**config.mk**
```make
export PLATFORM = sky130hd
export DESIGN_NAME = thor2022_bpred_update_queue
export DESIGN_NICKNAME = d
export VERILOG_FILES = /design/src/rtl/thor2022_bpred_update_queue.sv
export SDC_FILE = /design/constraint.sdc
export NUM_CORES = 1
export LEC_CHECK = 0
export ABC_CLOCK_PERIOD_IN_PS = 15100
export CORE_ASPECT_RATIO = 0.6
export CORE_MARGIN = 3
export CORE_UTILIZATION = 30
export DETAILED_ROUTE_END_ITERATION = 8
export DONT_BUFFER_PORTS = 1
export PLACE_DENSITY = 0.5
export SYNTH_ARGS = -nofsm -noshare
export SYNTH_HDL_FRONTEND = slang
export SYNTH_SLANG_ARGS = --single-unit
```
**constraint.sdc**
```tcl
create_clock -name clk -period 15.1 [get_ports clk]
set_input_delay 4.53 -clock clk [delete_from_list [all_inputs] [get_ports clk]]
set_output_delay 4.53 -clock clk [all_outputs]
set_load 0.05 [all_outputs]
```
**src/rtl/thor2022_bpred_update_queue.sv**
```systemverilog
// In-order branch tracking queue between fetch-time prediction and execute-time resolution.
// Optional statistics counters are enabled by defining THOR2022_BUQ_STATS_EN.
module thor2022_bpred_update_queue #(
    parameter int ABITS = 32,
    parameter int HISTW = 3,
    parameter int DEPTH = 8
) (
    input  logic                       clk,
    input  logic                       rst,
    input  logic                       flush,
    input  logic                       push_valid,
    output logic                       push_ready,
    input  logic [ABITS-1:0]           push_ip,
    input  logic                       push_taken,
    input  logic [HISTW-1:0]           push_hist,
    input  logic                       res_valid,
    input  logic                       res_takb,
    output logic                       upd_valid,
    output logic [ABITS-1:0]           upd_ip,
    output logic                       upd_takb,
    output logic [HISTW-1:0]           upd_hist,
    output logic                       mispredict,
    output logic [HISTW-1:0]           hist_restore,
    output logic [$clog2(DEPTH):0]     count,
`ifdef THOR2022_BUQ_STATS_EN
    output logic [31:0]                stat_branches,
    output logic [31:0]                stat_mispredicts,
`endif
    output logic                       underflow
);
    localparam int AW = $clog2(DEPTH);
    localparam int PW = AW + 1;
    localparam logic [PW-1:0] ONE = 1;

    logic [PW-1:0]    head_q, head_d, tail_q, tail_d;
    logic [ABITS-1:0] ip_mem [DEPTH];
    logic             tk_mem [DEPTH];
    logic [HISTW-1:0] hs_mem [DEPTH];

    logic full, empty, pop, mis, push_acc;
    logic [AW-1:0] head_idx;

    assign head_idx   = head_q[AW-1:0];
    assign empty      = (head_q == tail_q);
    assign full       = (head_q[PW-1] != tail_q[PW-1]) && (head_q[AW-1:0] == tail_q[AW-1:0]);
    assign push_ready = !full;
    assign count      = tail_q - head_q;
    assign pop        = res_valid && !empty;
    assign mis        = pop && (res_takb != tk_mem[head_idx]);
    assign push_acc   = push_valid && !full;

    // Flush overrides everything for pointers; a mispredict squashes all younger entries.
    always_comb begin
        head_d = head_q;
        tail_d = tail_q;
        if (flush) begin
            head_d = tail_q;
        end else if (mis) begin
            head_d = head_q + ONE;
            tail_d = head_q + ONE;
        end else begin
            if (pop)      head_d = head_q + ONE;
            if (push_acc) tail_d = tail_q + ONE;
        end
    end

    always_ff @(posedge clk or posedge rst) begin
        if (rst) begin
            head_q <= '0;
            tail_q <= '0;
        end else begin
            head_q <= head_d;
            tail_q <= tail_d;
        end
    end

    always_ff @(posedge clk) begin
        if (push_acc && !flush && !mis) begin
            ip_mem[tail_q[AW-1:0]] <= push_ip;
            tk_mem[tail_q[AW-1:0]] <= push_taken;
            hs_mem[tail_q[AW-1:0]] <= push_hist;
        end
    end

    always_ff @(posedge clk or posedge rst) begin
        if (rst) begin
            upd_valid    <= 1'b0;
            upd_ip       <= '0;
            upd_takb     <= 1'b0;
            upd_hist     <= '0;
            mispredict   <= 1'b0;
            hist_restore <= '0;
            underflow    <= 1'b0;
        end else begin
            upd_valid  <= pop;
            mispredict <= mis;
            if (pop) begin
                upd_ip   <= ip_mem[head_idx];
                upd_takb <= res_takb;
                upd_hist <= hs_mem[head_idx];
            end
            if (mis) hist_restore <= {hs_mem[head_idx][HISTW-2:0], res_takb};
            if (res_valid && empty) underflow <= 1'b1;
        end
    end

`ifdef THOR2022_BUQ_STATS_EN
    always_ff @(posedge clk or posedge rst) begin
        if (rst) begin
            stat_branches    <= '0;
            stat_mispredicts <= '0;
        end else begin
            if (upd_valid && stat_branches != 32'hFFFFFFFF)     stat_branches    <= stat_branches + 32'd1;
            if (mispredict && stat_mispredicts != 32'hFFFFFFFF) stat_mispredicts <= stat_mispredicts + 32'd1;
        end
    end
`endif

endmodule
```
==> impl_metrics.yaml, run 1 <==
outcome:
  status: "finished, final reports clean"
logic_synthesis:
  syn_area_sq_um: 13100
  yosys_warnings: 0
  ys_ff_latch: 338
  syn-num-nets: 736
  synth.mux.area_fraction_pct: 12.5
  synth_edf_count: 288
  syn_inst: 688
  ys.flop_type: "edfxtp_1"
  synth_xor_area_share_pct: 0.660
  yosys.area_share.adder_pct: 0.631
  syn_avg_cell_area_sq_um: 19.0
  synth-compound-area-share_pct: 3.47
  yosys.area_share.simple_pct: 5.27
  synth_top_family_by_area: "multiplexers"
  yosysSeqAreaShare_pct: 75.7
  async_flop_share_pct: 14.8
  ys_types: 51
sta:
  rsz0062_at_grt: "no"
  setup_viol: 0
  slew_violations: 0
  period_needed_ns: 8.32
  tns_ns: 0
  hold_violations: 0
  period_share_pct: 55.1
  worstMarginPinSlew_ns: 1.11
  fmax_ghz: 0.120
  max_slew_margin_pct: 25.7
  skew_ns: 0.0217
pwr:
  power_w: 0.00299
  ir_worst_vdd_uv: 125
  leakagePower_nw: 4.79
  powerDensity_nw_per_um2: 201
layout:
  nets: 748
  layout_common_cells: "288 x edfxtp_1, 81 x nand2_1, 70 x mux4_2"
  finalNonFillerCells: 1294
  area_delta_synth_final_pct: 13.6
  n_antenna_cell: 0
  final_util_pct: 35.0
  drive_gt1_share_pct: 22.2
  final_common_cell: "edfxtp_1"
setup_path:
  cp.arrival_ns: 3.79
  path_class: "register to output pin"
  cp-start-kind: "register"
  path_max_fanout: 41
  cp-end-kind: "output pin"
  worstPathRequired_ns: 10.57
route:
  ant_nets: 0
  routed-via-count: 6107
  drt_pass1_iterations: 4
  drc_errors: 0
  routed_via_density: 4.72
  first_iter_violations: 517
  wl_mm: 28.2
  drt-wirelength-per-cell_um: 21.8
clock_tree:
  cts_buffer_depth: 3
  numCtsBuffers: 31
  clkSinkCount: 338
  cts.htree.levels: 1
  cts_resized: 0
  ctsHoldBuffers: 0
  insertion_delay_ns: 0.56
  root_buffer: "clkbuf_16"
  path_clk_slew_ns: 0.07
  post_cts.repair.setup_buffers: 0
  cts_tree: "yes"
floorplanning:
  fp.dieH_um: 168
  die_area_sq_um: 46200
  top_level_ports: 89
  start_util_pct: 30.8
  core-area_sq_um: 42500
  die_w_um: 276
  rows: 58
global_route:
  grt-ovfl-total: 0
  grt_pass1_vias: 6429
  grt_use_total_pct: 12.3
  grt_pass1_wl_mm: 42.7
  antenna_found_initial: 0
  grt_max_degree: 54
hold_path:
  hp-class: "register to register"
placement:
  place_congestion: 0.747
  dpl.cell_count: 1237
  portBuffers: 0
  dp_hpwl_mm: 16.2
run:
  cap_violations: 0
[flip-flops by register name, indices dropped and copies added, names as in the netlist]
name          flops
ip_mem          256
upd_ip           32
hs_mem           24
tk_mem            8
head_q            4
tail_q            4
hist_restore      3
upd_hist          3
mispredict        1
underflow         1
upd_takb          1
upd_valid         1
[critical path, cell delays in order (launching register included)]
cell     delay [ns]
dfrtp_2        1.03
inv_2          0.68
ha_1           0.56
a21oi_1        0.10
xnor2_1        0.85
[area by class of cell]
type                            count  area (sq um)
Inverter                           13          58.8
Clock inverter                     26           278
Multi-Input combinational cell    302          3020
Fill cell                        3980         27600
Tap cell                          570           713
Sequential cell                   338          9910
Timing Repair Buffer               14           105
Clock buffer                       31           776
[cells by family after synthesis]
logic type      Yosys count
flops                   338
xor+xnor                  9
compound gates           65
fa+ha+maj                 6
mux                      76
simple gates            146
buf+inv                  48
[synthesized netlist by cell type, drive strengths merged, types with 2 or more instances]
cell type / instances / area [sq um]
a21o: 2 / 15.0
a21oi: 4 / 20.0
a31oi: 35 / 225
buf: 27 / 140
clkbuf: 8 / 31.3
dfrtp: 50 / 1250
edfxtp: 288 / 8650
ha: 5 / 62.6
inv: 13 / 56.3
mux2i: 5 / 50.1
mux4: 70 / 1580
nand2: 81 / 304
nand3: 7 / 35.0
nor2: 40 / 158
nor4: 5 / 50.1
nor4b: 4 / 60.1
o211ai: 4 / 30.0
o21ai: 9 / 48.8
o311ai: 4 / 50.1
xnor2: 7 / 61.3
xor2: 2 / 25.0
[metrics by stage]
step	cell area, sq um	hold WS [ns]	setup WS, ns
finish	14900	0.706	6.78
global route	14900	0.747	6.47
CTS	14900	0.703	6.56
detailed placement	13800	0.682	7.17
global placement	13800	0.673	7.25
floorplan	13100	0.598	7.34
[where the power goes]
part | internal, W | switching [W]
logic | 0.000301 | 0.000396
registers | 0.00114 | 0.000344
clock network | 0.000476 | 0.000337
total | 0.00191 | 0.00108
[worst paths after layout]
kind	start	end	slack [ns]	depth (start not counted)
setup / recovery	head_q[2]	count[3]	6.78	4
hold / removal	tail_q[0]	tail_q[0]	0.71	2
setup reg to reg	head_q[2]	ip_mem[0][21]	9.81	9
hold reg to reg	tail_q[0]	tail_q[0]	0.71	2
max in group asynchronous	rst	head_q[0]	10.39	2
min in group asynchronous	rst	tail_q[2]	4.10	2
[layer usage]
layer  track usage, %  routed length (um)
met1             17.3               13000
met2             19.2               13000
met3             3.80                1790
met4             1.72                 366
met5                0                   0
Note: power is estimated with default switching activity, not from simulation.
==> run 2: changes to the inputs <==
--- a/config.mk
+++ b/config.mk
@@ -5,7 +5,7 @@
 export SDC_FILE = /design/constraint.sdc
 export NUM_CORES = 1
 export LEC_CHECK = 0
-export ABC_CLOCK_PERIOD_IN_PS = 15100
+export ABC_CLOCK_PERIOD_IN_PS = 8650
 export CORE_ASPECT_RATIO = 0.6
 export CORE_MARGIN = 3
 export CORE_UTILIZATION = 30
==> constraint.sdc (replaced) <==
create_clock -name clk -period 8.65 [get_ports clk]
set_input_delay 2.595 -clock clk [delete_from_list [all_inputs] [get_ports clk]]
set_output_delay 2.595 -clock clk [all_outputs]
set_load 0.05 [all_outputs]
==> impl_metrics.yaml, run 2 (synthesized netlist as in run 1, its figures left out) <==
sta:
  worstMarginPinSlew_ns: 1.12
  max_slew_margin_pct: 24.9
  setup_viol: 0
  hold_violations: 0
  fmax_ghz: 0.155
  period_share_pct: 74.4
  hold_ws_ns: 0.692
  slew_violations: 0
  period_needed_ns: 6.43
  tns_ns: 0
  rsz0062_at_grt: "no"
  setup_slack_ns: 2.22
  skew_ns: 0.0183
setup_path:
  cp_cell_sequence: "inv_2, ha_1, a21oi_1, xnor2_1"
  cpPeakStageDelay_ns: 1.03
  path_max_fanout: 41
  path_class: "register to output pin"
  cp-end-kind: "output pin"
  cp_slowest_cell: "dfrtp_2"
  reg2reg_depth: 9
  worstPathRequired_ns: 6.06
  cp.arrival_ns: 3.84
  cp-start-kind: "register"
floorplanning:
  top_level_ports: 89
  fp.dieH_um: 168
  rows: 58
  die_w_um: 276
  die_area_sq_um: 46200
  core-area_sq_um: 42500
  start_util_pct: 30.8
layout:
  layout_common_cells: "288 x edfxtp_1, 81 x nand2_1, 70 x mux4_2"
  largest_register_ffs: 256
  nFillCells: 3993
  drive_gt1_share_pct: 21.7
  finalInstanceArea_sq_um: 14800
  n_antenna_cell: 0
  final_common_cell: "edfxtp_1"
  nets: 748
  area_delta_synth_final_pct: 13.0
global_route:
  grt_use_total_pct: 12.4
  grt-ovfl-total: 0
  grt_max_degree: 54
  grt_pass1_vias: 6501
  antenna_found_initial: 0
  grt_pass1_wl_mm: 43.2
clock_tree:
  cts.htree.levels: 1
  cts_buffer_depth: 3
  path_clk_slew_ns: 0.07
  numCtsBuffers: 31
  insertion_delay_ns: 0.57
  post_cts.repair.setup_buffers: 0
  root_buffer: "clkbuf_16"
  clkSinkCount: 338
  cts_tree: "yes"
  ctsHoldBuffers: 0
  cts_resized: 0
route:
  drt-wirelength-per-cell_um: 22.1
  first_iter_violations: 411
  wl_mm: 28.6
  ant_nets: 0
  drt_pass1_iterations: 4
  routed_via_density: 4.74
  drc_errors: 0
  routed-via-count: 6132
placement:
  post-place-ws_ns: 2.67
  portBuffers: 0
  place_congestion: 0.754
  dpl_cell_area_sq_um: 13800
  dp_hpwl_mm: 16.1
pwr:
  ir_worst_vdd_uv: 181
  power_w: 0.00512
  leakagePower_nw: 4.75
  powerDensity_nw_per_um2: 347
run:
  cap_violations: 0
outcome:
  status: "finished, final reports clean"
hold_path:
  hold_depth: 2
  hp-class: "register to register"
[run 2: cell count changes in the layout (fill, tap and decap cells not counted), sizes merged]
| cell | change |
|---|---|
| bufinv | -5 |
| clkbuf | +10 |
| clkinv | -4 |
| clkinvlp | -1 |
| inv | +1 |
[run 2: where the power goes]
part | internal, W | total (W) | leakage (nW) | switching [W]
combinational | 0.000525 | 0.00121 | 1.10 | 0.000690
clock | 0.000725 | 0.00132 | 0.483 | 0.000595
sequential | 0.00199 | 0.00259 | 3.17 | 0.000601
[run 2: routing by layer]
layer / up-vias / GRT usage, % / wire length (um)
met2: 136 / 19.4 / 13100
met4: 0 / 1.97 / 361
met3: 31 / 3.80 / 2220
met5: - / 0 / 0
met1: 3203 / 17.4 / 12900
li1: 2762 / - / -
[run 2: final timing paths]
kind                                start       endpoint  slack (ns)
worst max-delay path            head_q[2]       count[3]        2.22
worst min-delay path            tail_q[3]      head_q[3]        0.69
worst max register to register  head_q[2]  ip_mem[2][11]        3.37
worst min register to register  tail_q[3]      head_q[3]        0.69
max in group asynchronous             rst      head_q[0]        5.89
min in group asynchronous             rst      head_q[3]        2.16
[run 2: final cells by class]
| cell class | instances | area, sq um | share of cell area, % |
|---|---|---|---|
| Inverter | 13 | 58.8 | 0.398 |
| Tap cell | 570 | 713 | 4.83 |
| Timing Repair Buffer | 14 | 105 | 0.711 |
| Multi-Input combinational cell | 302 | 3020 | 20.4 |
| Clock buffer | 41 | 853 | 5.78 |
| Sequential cell | 338 | 9910 | 67.1 |
| Clock inverter | 17 | 121 | 0.821 |
[run 2: metrics by stage]
stage	cells	utilization, %
floorplan	688	-
global placement	1237	32.5
detailed placement	1237	32.5
CTS	1295	34.8
global route	1295	34.8
finish	1295	34.8
[run 2: worst max-delay path: cells and delay by family, from the launching register on]
| family | cells | cell delay, ns |
|---|---|---|
| compound gates | 1 | 0.09 |
| xor+xnor | 1 | 0.86 |
| fa+ha+maj | 1 | 0.57 |
| buf+inv | 1 | 0.69 |
| flops | 1 | 1.03 |
